[config.mk]
export PLATFORM = sky130hd
export DESIGN_NAME = cycle_sequencer
export DESIGN_NICKNAME = d
export VERILOG_FILES = /design/src/rtl/cycle_sequencer.sv
export SDC_FILE = /design/constraint.sdc
export NUM_CORES = 1
export LEC_CHECK = 0
export CAP_MARGIN = 20
export CORE_UTILIZATION = 40
export CTS_CLUSTER_SIZE = 16
export DETAILED_ROUTE_END_ITERATION = 8
export PLACE_DENSITY_LB_ADDON = 0.3
export SETUP_SLACK_MARGIN = 0.1
export SLEW_MARGIN = 30
export SYNTH_ARGS = -nofsm -noshare
export SYNTH_HDL_FRONTEND = slang
export SYNTH_SLANG_ARGS = --single-unit
[constraint.sdc]
create_clock -name clk -period 2.25 [get_ports clk]
set_input_delay 0.45 -clock clk [delete_from_list [all_inputs] [get_ports clk]]
set_output_delay 0.45 -clock clk [all_outputs]
set_load 0.1 [all_outputs]
[src/rtl/cycle_sequencer.sv]
// Instruction sequencer: Gray-coded cycle counter, opcode/register latches,
// branch condition evaluation and illegal-group flag, all frozen by wait_mem.
module cycle_sequencer #(
  parameter logic [3:0] LAST_EXT = 4'b1100,
  parameter logic [3:0] LAST_STD = 4'b0111
) (
  input  logic       clk,
  input  logic       reset,
  input  logic       wait_mem,
  input  logic [7:0] data_in,
  input  logic [3:0] flags,
  output logic [3:0] cycle,
  output logic [3:0] operator_group,
  output logic [3:0] operator,
  output logic [7:0] regs,
  output logic       check_branch,
  output logic       illegal
);

  localparam logic [3:0] CYCLE_0  = 4'b0000;
  localparam logic [3:0] CYCLE_1  = 4'b0001;
  localparam logic [3:0] CYCLE_2  = 4'b0011;
  localparam logic [3:0] CYCLE_3  = 4'b0010;
  localparam logic [3:0] CYCLE_4  = 4'b0110;
  localparam logic [3:0] CYCLE_5  = 4'b0111;
  localparam logic [3:0] CYCLE_6  = 4'b0101;
  localparam logic [3:0] CYCLE_7  = 4'b0100;
  localparam logic [3:0] CYCLE_8  = 4'b1100;
  localparam logic [3:0] CYCLE_9  = 4'b1101;
  localparam logic [3:0] CYCLE_10 = 4'b1111;
  localparam logic [3:0] CYCLE_11 = 4'b1110;
  localparam logic [3:0] CYCLE_12 = 4'b1010;
  localparam logic [3:0] CYCLE_13 = 4'b1011;
  localparam logic [3:0] CYCLE_14 = 4'b1001;
  localparam logic [3:0] CYCLE_15 = 4'b1000;

  localparam logic [3:0] GROUP_SINGLE_REG    = 4'd0;
  localparam logic [3:0] GROUP_MATH_CONST    = 4'd1;
  localparam logic [3:0] GROUP_MATH_REG      = 4'd2;
  localparam logic [3:0] GROUP_REG_MEMORY    = 4'd3;
  localparam logic [3:0] GROUP_STACK         = 4'd4;
  localparam logic [3:0] GROUP_BRANCH_JUMPS  = 4'd5;
  localparam logic [3:0] GROUP_EXTENDED      = 4'd6;

  logic [3:0] cycle_q, cycle_d;
  logic [3:0] group_q, group_d;
  logic [3:0] oper_q, oper_d;
  logic [7:0] regs_q, regs_d;
  logic       check_branch_q, check_branch_d;
  logic       illegal_q, illegal_d;
  logic [3:0] last_cycle;
  logic       cond_raw;
  logic       fetch_known;

  // Gray successor along the decoder's cycle order.
  function automatic logic [3:0] gray_next(input logic [3:0] g);
    logic [3:0] n;
    case (g)
      CYCLE_0:  n = CYCLE_1;
      CYCLE_1:  n = CYCLE_2;
      CYCLE_2:  n = CYCLE_3;
      CYCLE_3:  n = CYCLE_4;
      CYCLE_4:  n = CYCLE_5;
      CYCLE_5:  n = CYCLE_6;
      CYCLE_6:  n = CYCLE_7;
      CYCLE_7:  n = CYCLE_8;
      CYCLE_8:  n = CYCLE_9;
      CYCLE_9:  n = CYCLE_10;
      CYCLE_10: n = CYCLE_11;
      CYCLE_11: n = CYCLE_12;
      CYCLE_12: n = CYCLE_13;
      CYCLE_13: n = CYCLE_14;
      CYCLE_14: n = CYCLE_15;
      default:  n = CYCLE_0;
    endcase
    return n;
  endfunction

  function automatic logic group_is_known(input logic [3:0] g);
    return (g == GROUP_SINGLE_REG) || (g == GROUP_MATH_CONST) ||
           (g == GROUP_MATH_REG)   || (g == GROUP_REG_MEMORY) ||
           (g == GROUP_STACK)      || (g == GROUP_BRANCH_JUMPS) ||
           (g == GROUP_EXTENDED);
  endfunction

  // Last cycle of the current instruction, from the latched group.
  always_comb begin
    last_cycle = CYCLE_4;
    case (group_q)
      GROUP_EXTENDED:     last_cycle = LAST_EXT;
      GROUP_SINGLE_REG,
      GROUP_MATH_CONST,
      GROUP_MATH_REG,
      GROUP_REG_MEMORY,
      GROUP_STACK:        last_cycle = LAST_STD;
      default:            last_cycle = CYCLE_4;
    endcase
  end

  always_comb begin
    cond_raw = 1'b1;
    case (oper_q[2:0])
      3'b000:  cond_raw = flags[0];
      3'b001:  cond_raw = flags[1];
      3'b010:  cond_raw = flags[2];
      3'b011:  cond_raw = flags[3];
      default: cond_raw = 1'b1;
    endcase
  end

  assign fetch_known = group_is_known(data_in[7:4]);

  // Next-state: everything holds while memory stalls.
  always_comb begin
    cycle_d        = cycle_q;
    group_d        = group_q;
    oper_d         = oper_q;
    regs_d         = regs_q;
    check_branch_d = check_branch_q;
    illegal_d      = illegal_q;
    if (!wait_mem) begin
      if ((cycle_q == last_cycle) || (cycle_q == CYCLE_15)) begin
        cycle_d = CYCLE_0;
      end else begin
        cycle_d = gray_next(cycle_q);
      end
      check_branch_d = (cycle_q == CYCLE_4) && (group_q == GROUP_BRANCH_JUMPS) &&
                       (cond_raw ^ oper_q[3]);
      illegal_d      = (cycle_q == CYCLE_3) && !fetch_known;
      if (cycle_q == CYCLE_1) begin
        regs_d = data_in;
      end
      if (cycle_q == CYCLE_3) begin
        group_d = data_in[7:4];
        oper_d  = data_in[3:0];
      end
    end
  end

  always_ff @(posedge clk) begin
    if (reset) begin
      cycle_q        <= CYCLE_0;
      group_q        <= 4'd0;
      oper_q         <= 4'd0;
      regs_q         <= 8'd0;
      check_branch_q <= 1'b0;
      illegal_q      <= 1'b0;
    end else begin
      cycle_q        <= cycle_d;
      group_q        <= group_d;
      oper_q         <= oper_d;
      regs_q         <= regs_d;
      check_branch_q <= check_branch_d;
      illegal_q      <= illegal_d;
    end
  end

  assign cycle          = cycle_q;
  assign operator_group = group_q;
  assign operator       = oper_q;
  assign regs           = regs_q;
  assign check_branch   = check_branch_q;
  assign illegal        = illegal_q;

endmodule

Yosys cells after proc, flatten, opt, wreduce, memory -nomap -nowiden
Memories as Yosys holds them, arrays and structs flattened. A register that Yosys moved wholly into a read port is not among the register bits.
Index checks and enable logic that the tools add are counted.
{"block": "word_totals", "regBits": 22, "mem_bits_ro": 64, "inputBits": 15, "output_inout_bits": 22, "word_cells": 51, "memories": 1}
{"block": "op_classes", "n_eq_ne": 20, "n_mux": 5, "bitwise_logic": 2, "n_reduce_logical": 17}
{"memory": "(name not given)", "depth": 16, "width": 4, "read_ports": 1, "rd_clocked_by_memory_dff": 1, "write_ports": 0, "line_no": "58", "text": "case (g)"}
{"op": "$eq 4x3->1 const B", "n": 7}
{"op": "$eq 4x2->1 const B", "n": 5}
{"op": "$eq 4x1->1 const B", "n": 3}
{"op": "$mux 4", "n": 3}
{"op": "$logic_not 4->1", "n": 2}
{"op": "$pmux 4 s2", "n": 1}
{"op": "$logic_or 1x1->1", "n": 7}
{"op": "$eq 3x2->1 const B", "n": 2}
{"op": "$reduce_or 5->1", "n": 1}
{"op": "$eq 4x4->1", "n": 1}
{"op": "$eq 4x4->1 const B", "n": 1}
{"op": "$pmux 1 s4", "n": 1}
{"op": "$reduce_and 2->1", "n": 2}
{"op": "$eq 3x1->1 const B", "n": 1}
{"op": "$logic_and 1x1->1", "n": 3}
{"op": "$logic_not 3->1", "n": 1}
{"op": "$logic_not 1->1", "n": 1}
{"op": "$not 1->1", "n": 1}
{"op": "$xor 1x1->1", "n": 1}

Logic depth before layout (Yosys ltp)
{"block": "depth", "ltp_word": 9, "mapped_depth": 6, "mapped_depth_nobuf": 5}

Worst setup path after synthesis
No wires, ideal clock.
{"block": "synth_timing", "path_kind": "register to register", "from": "register group_q[2] (netlist: operator_group[2])", "to": "register (tool-made name)", "setup_time_ns": 0.121, "t_arrival_ns": 2.632, "required_ns": 2.129, "path_slack_ns": -0.503, "stages_incl_launch_ff": 6, "n_path_buf": 0, "synth_period_minus_slack_ns": 2.753, "cell_sequence": "dfxtp_1 -> nor4bb_4 -> mux2_4 -> o21a_1 -> a221o_1 -> mux2_4"}
{"element": "start, declared", "line_no": "46", "text": "logic [3:0] group_q, group_d;"}
{"element": "start signal, assigned", "line_no": "150", "text": "group_q <= group_d;"}

==> impl_metrics.ini <==
[layout]
layout.nets = 184
diodes = 0
area_growth_syn_to_layout_pct = 35.2
proportion_of_layout_cells_with_a_drive_suffix_above_1_pct = 28.6

[logic_synthesis]
synth_fp_nets = 145
avgSynthCellArea_um2 = 9.27
synth-seq-cells = 26
synth_cell_type_count = 37
yosysSeqAreaShare_pct = 43.2
synth_area_um2 = 1200
count_of_flip_flops_with_a_built_in_enable_after_synthesis = 0
synth_cells = 130
synth_ff_type = sky130_fd_sc_hd__dfxtp_1
async_reset_ff_share_pct = 0
ys_warn_count = 0

[detailed_routing]
wl_per_cell_um = 14.4
post-route-drc-count = 2
first_pass_iters = 6
drt-initial-drc-count = 34
total_routed_wirelength_um = 2870
drt-vias-per-instance = 5.59
vias = 1113
antenna_viol_nets_final = 0

[worst_setup_path]
worst_setup_path_start_kind = flip-flop
worstSetupEndpointType = flip-flop
required_ns = 2.49
critical_path_arrival_ns = 2.26
cp_common_cell = sky130_fd_sc_hd__mux2_4
timing.critical_path.slowest_cell_delay_ns = 0.40
crit_type = flip-flop to flip-flop
critPathMaxFanout = 6
crit_path_cell_trace = nor4bb_4 -> mux2_4 -> o21a_1 -> a221o_1 -> mux2_4
timing.critical_path.slowest_stage_cell = sky130_fd_sc_hd__dfxtp_4

[power]
switching_share_pct = 30.8
clock_power_share_pct = 28.1
power.sequential.fraction_pct = 49.9
share_comb_of_total_power_pct = 22.0
p_leak_nw = 0.642
p_per_area_nw_per_um2 = 609
power.internal_uw = 687
vdd_drop_max_v = 0.000344
p_switching_uw = 306

[floorplan]
die_h_um = 56.9
floorplan.initialDensity_pct = 43.0
die_w_um = 56.9
row_count = 19
core_area_um2 = 2810
floorplan.io_pins = 37
die-area_um2 = 3240

[clock_network]
worst_skew_pair.late_latency_ns = 0.33
tritoncts_clock_tree = built
cts_root_buf = sky130_fd_sc_hd__clkbuf_4
clock_sinks = 26
cts_made_buffers = 3
clk_transition_reported_paths_ns = 0.15
number_of_buffers_on_the_longest_clock_path = 2
post_cts_buffers = 0
ctsHtreeMaxLevel = 1

[sta]
final_critical_path_setup_slack_ns = 0.233
setup_tns_ns = 0
slew_viol_final = 0
rsz_0062_raised_after_global_routing = no
min_period_over_period_pct = 89.6
maxClockFrequency_ghz = 0.496
timing.final.hold_violations = 0
clock-skew-final_ns = 0.00857
max-slew-margin-rel_pct = 73.7
setup_viol = 0
worstMarginPinSlew_ns = 0.392
min_period_ns = 2.02

[global_route]
grt_pass1_vias = 1049
grt_antenna_before_repair = 0
gr-usage-all-layers_pct = 19.3
largest_net_degree_at_the_start_of_global_routing = 19
grt_pass1_wl_um = 4810
globalRouteOverflowTotal = 0

[worst_hold_path]
worst_hold_path_type = flip-flop to flip-flop

[run_status]
failing_checks = design-rule violations
run_status = finished, violations left

[placement]
dp.final_hpwl_um = 2210
placer_s_final_routability_congestion_estimate = 0.831
place_ws_ns = 0.104
placement.io_buffers = 36

[flow_run]
maxCapViolations = 0
## timing repair
action | 4_1_cts | 5_1_grt
hold buffers | 0 | 0
gates resized for setup | 0 | 1
setup endpoints to repair | 0 | 1
## per-stage QoR
step / power [mW] / instance area [µm²] / utilization [%] / hold WS (ns) / cells
floorplan: 0.654 / 1220 / - / 0.481 / 130
global placement: 0.719 / 1580 / 56.2 / 0.447 / 195
detailed placement: 0.723 / 1580 / 56.2 / 0.450 / 195
CTS: 1.01 / 1620 / 57.9 / 0.469 / 199
global route: 1.04 / 1630 / 58.1 / 0.500 / 199
finish: 0.993 / 1630 / 58.1 / 0.466 / 199
## per-layer routing
metal / wire [µm] / GRT usage (%) / vias to the layer above
li1: - / - / 556
met1: 1220 / 22.6 / 524
met2: 1480 / 33.9 / 29
met3: 134 / 2.76 / 4
met4: 31 / 9.41 / 0
met5: 0 / 0 / -
## kinds of logic after synthesis
family / count (synthesis) / synth area share [%]
compound gates: 33 / 18.4
xor+xnor: 2 / 1.45
buf+inv: 9 / 3.01
flops: 26 / 43.2
mux: 12 / 11.9
simple gates: 48 / 22.0
## critical path, delay by kind of cell, from the launching register on
kind / cells / cell delay [ns]
multiplexers: 2 / 0.66
AND/OR/NAND/NOR: 1 / 0.30
AO/OA/AOI/OAI: 2 / 0.56
flip-flops: 1 / 0.40
## final cells by class
type / count / area [µm²]
Inverter: 2 / 7.51
Sequential cell: 26 / 538
Timing Repair Buffer: 41 / 343
Tap cell: 31 / 38.8
Fill cell: 271 / 1180
Clock buffer: 4 / 47.5
Multi-Input combinational cell: 95 / 654
## cells in the final DEF (no fill, tap or decap), types with 2 or more instances in the layout
cell type	instances
sky130_fd_sc_hd__o21ai_0	4
sky130_fd_sc_hd__nand3b_1	2
sky130_fd_sc_hd__dfxtp_4	3
sky130_fd_sc_hd__mux2_4	2
sky130_fd_sc_hd__nand4_1	2
sky130_fd_sc_hd__a21o_1	2
sky130_fd_sc_hd__a222oi_1	2
sky130_fd_sc_hd__o211ai_1	4
sky130_fd_sc_hd__clkdlybuf4s50_1	14
sky130_fd_sc_hd__inv_1	2
sky130_fd_sc_hd__mux2i_1	8
sky130_fd_sc_hd__buf_4	27
sky130_fd_sc_hd__clkbuf_4	3
sky130_fd_sc_hd__nor4b_1	2
sky130_fd_sc_hd__nand3_1	8
sky130_fd_sc_hd__nand2_1	15
sky130_fd_sc_hd__a21oi_1	14
sky130_fd_sc_hd__dfxtp_2	5
sky130_fd_sc_hd__dfxtp_1	18
sky130_fd_sc_hd__nor2_1	11
## path summary, 6_finish.rpt
kind	start	endpoint	slack, ns	cells past startpoint
worst max-delay path	operator_group[1]$_SDFFE_PP0P_	flip-flop	0.23	5
worst min-delay path	regs[6]$_SDFFE_PP0P_	regs[6]$_SDFFE_PP0P_	0.47	2
worst max register to register	operator_group[1]$_SDFFE_PP0P_	flip-flop	0.23	5
worst min register to register	regs[6]$_SDFFE_PP0P_	regs[6]$_SDFFE_PP0P_	0.47	2
## cells in the mapped netlist (2+ instances only)
cell type	n	area [µm²]
sky130_fd_sc_hd__inv_1	2	7.51
sky130_fd_sc_hd__mux2_4	2	30.0
sky130_fd_sc_hd__nand3_1	8	40.0
sky130_fd_sc_hd__dfxtp_1	26	521
sky130_fd_sc_hd__nand4_1	2	12.5
sky130_fd_sc_hd__nor4b_1	2	17.5
sky130_fd_sc_hd__nor2_1	11	41.3
sky130_fd_sc_hd__nand3b_1	2	15.0
sky130_fd_sc_hd__buf_2	2	10.0
sky130_fd_sc_hd__clkbuf_1	4	15.0
sky130_fd_sc_hd__o211ai_1	4	30.0
sky130_fd_sc_hd__nand2_1	15	56.3
sky130_fd_sc_hd__a21o_1	2	15.0
sky130_fd_sc_hd__a21oi_1	14	70.1
sky130_fd_sc_hd__o21ai_0	4	20.0
sky130_fd_sc_hd__a222oi_1	2	20.0
sky130_fd_sc_hd__mux2i_1	8	80.1
## power groups by stage
stage               Clock [mW]  Combinational, mW  Sequential [mW]
CTS                      0.292              0.218            0.496
global placement             0              0.214            0.505
floorplan                    0             0.0707            0.583
global route             0.313              0.231            0.499
detailed placement           0              0.217            0.506
finish                   0.279              0.218            0.496
No activity file was read; power rests on OpenSTA's default activity.
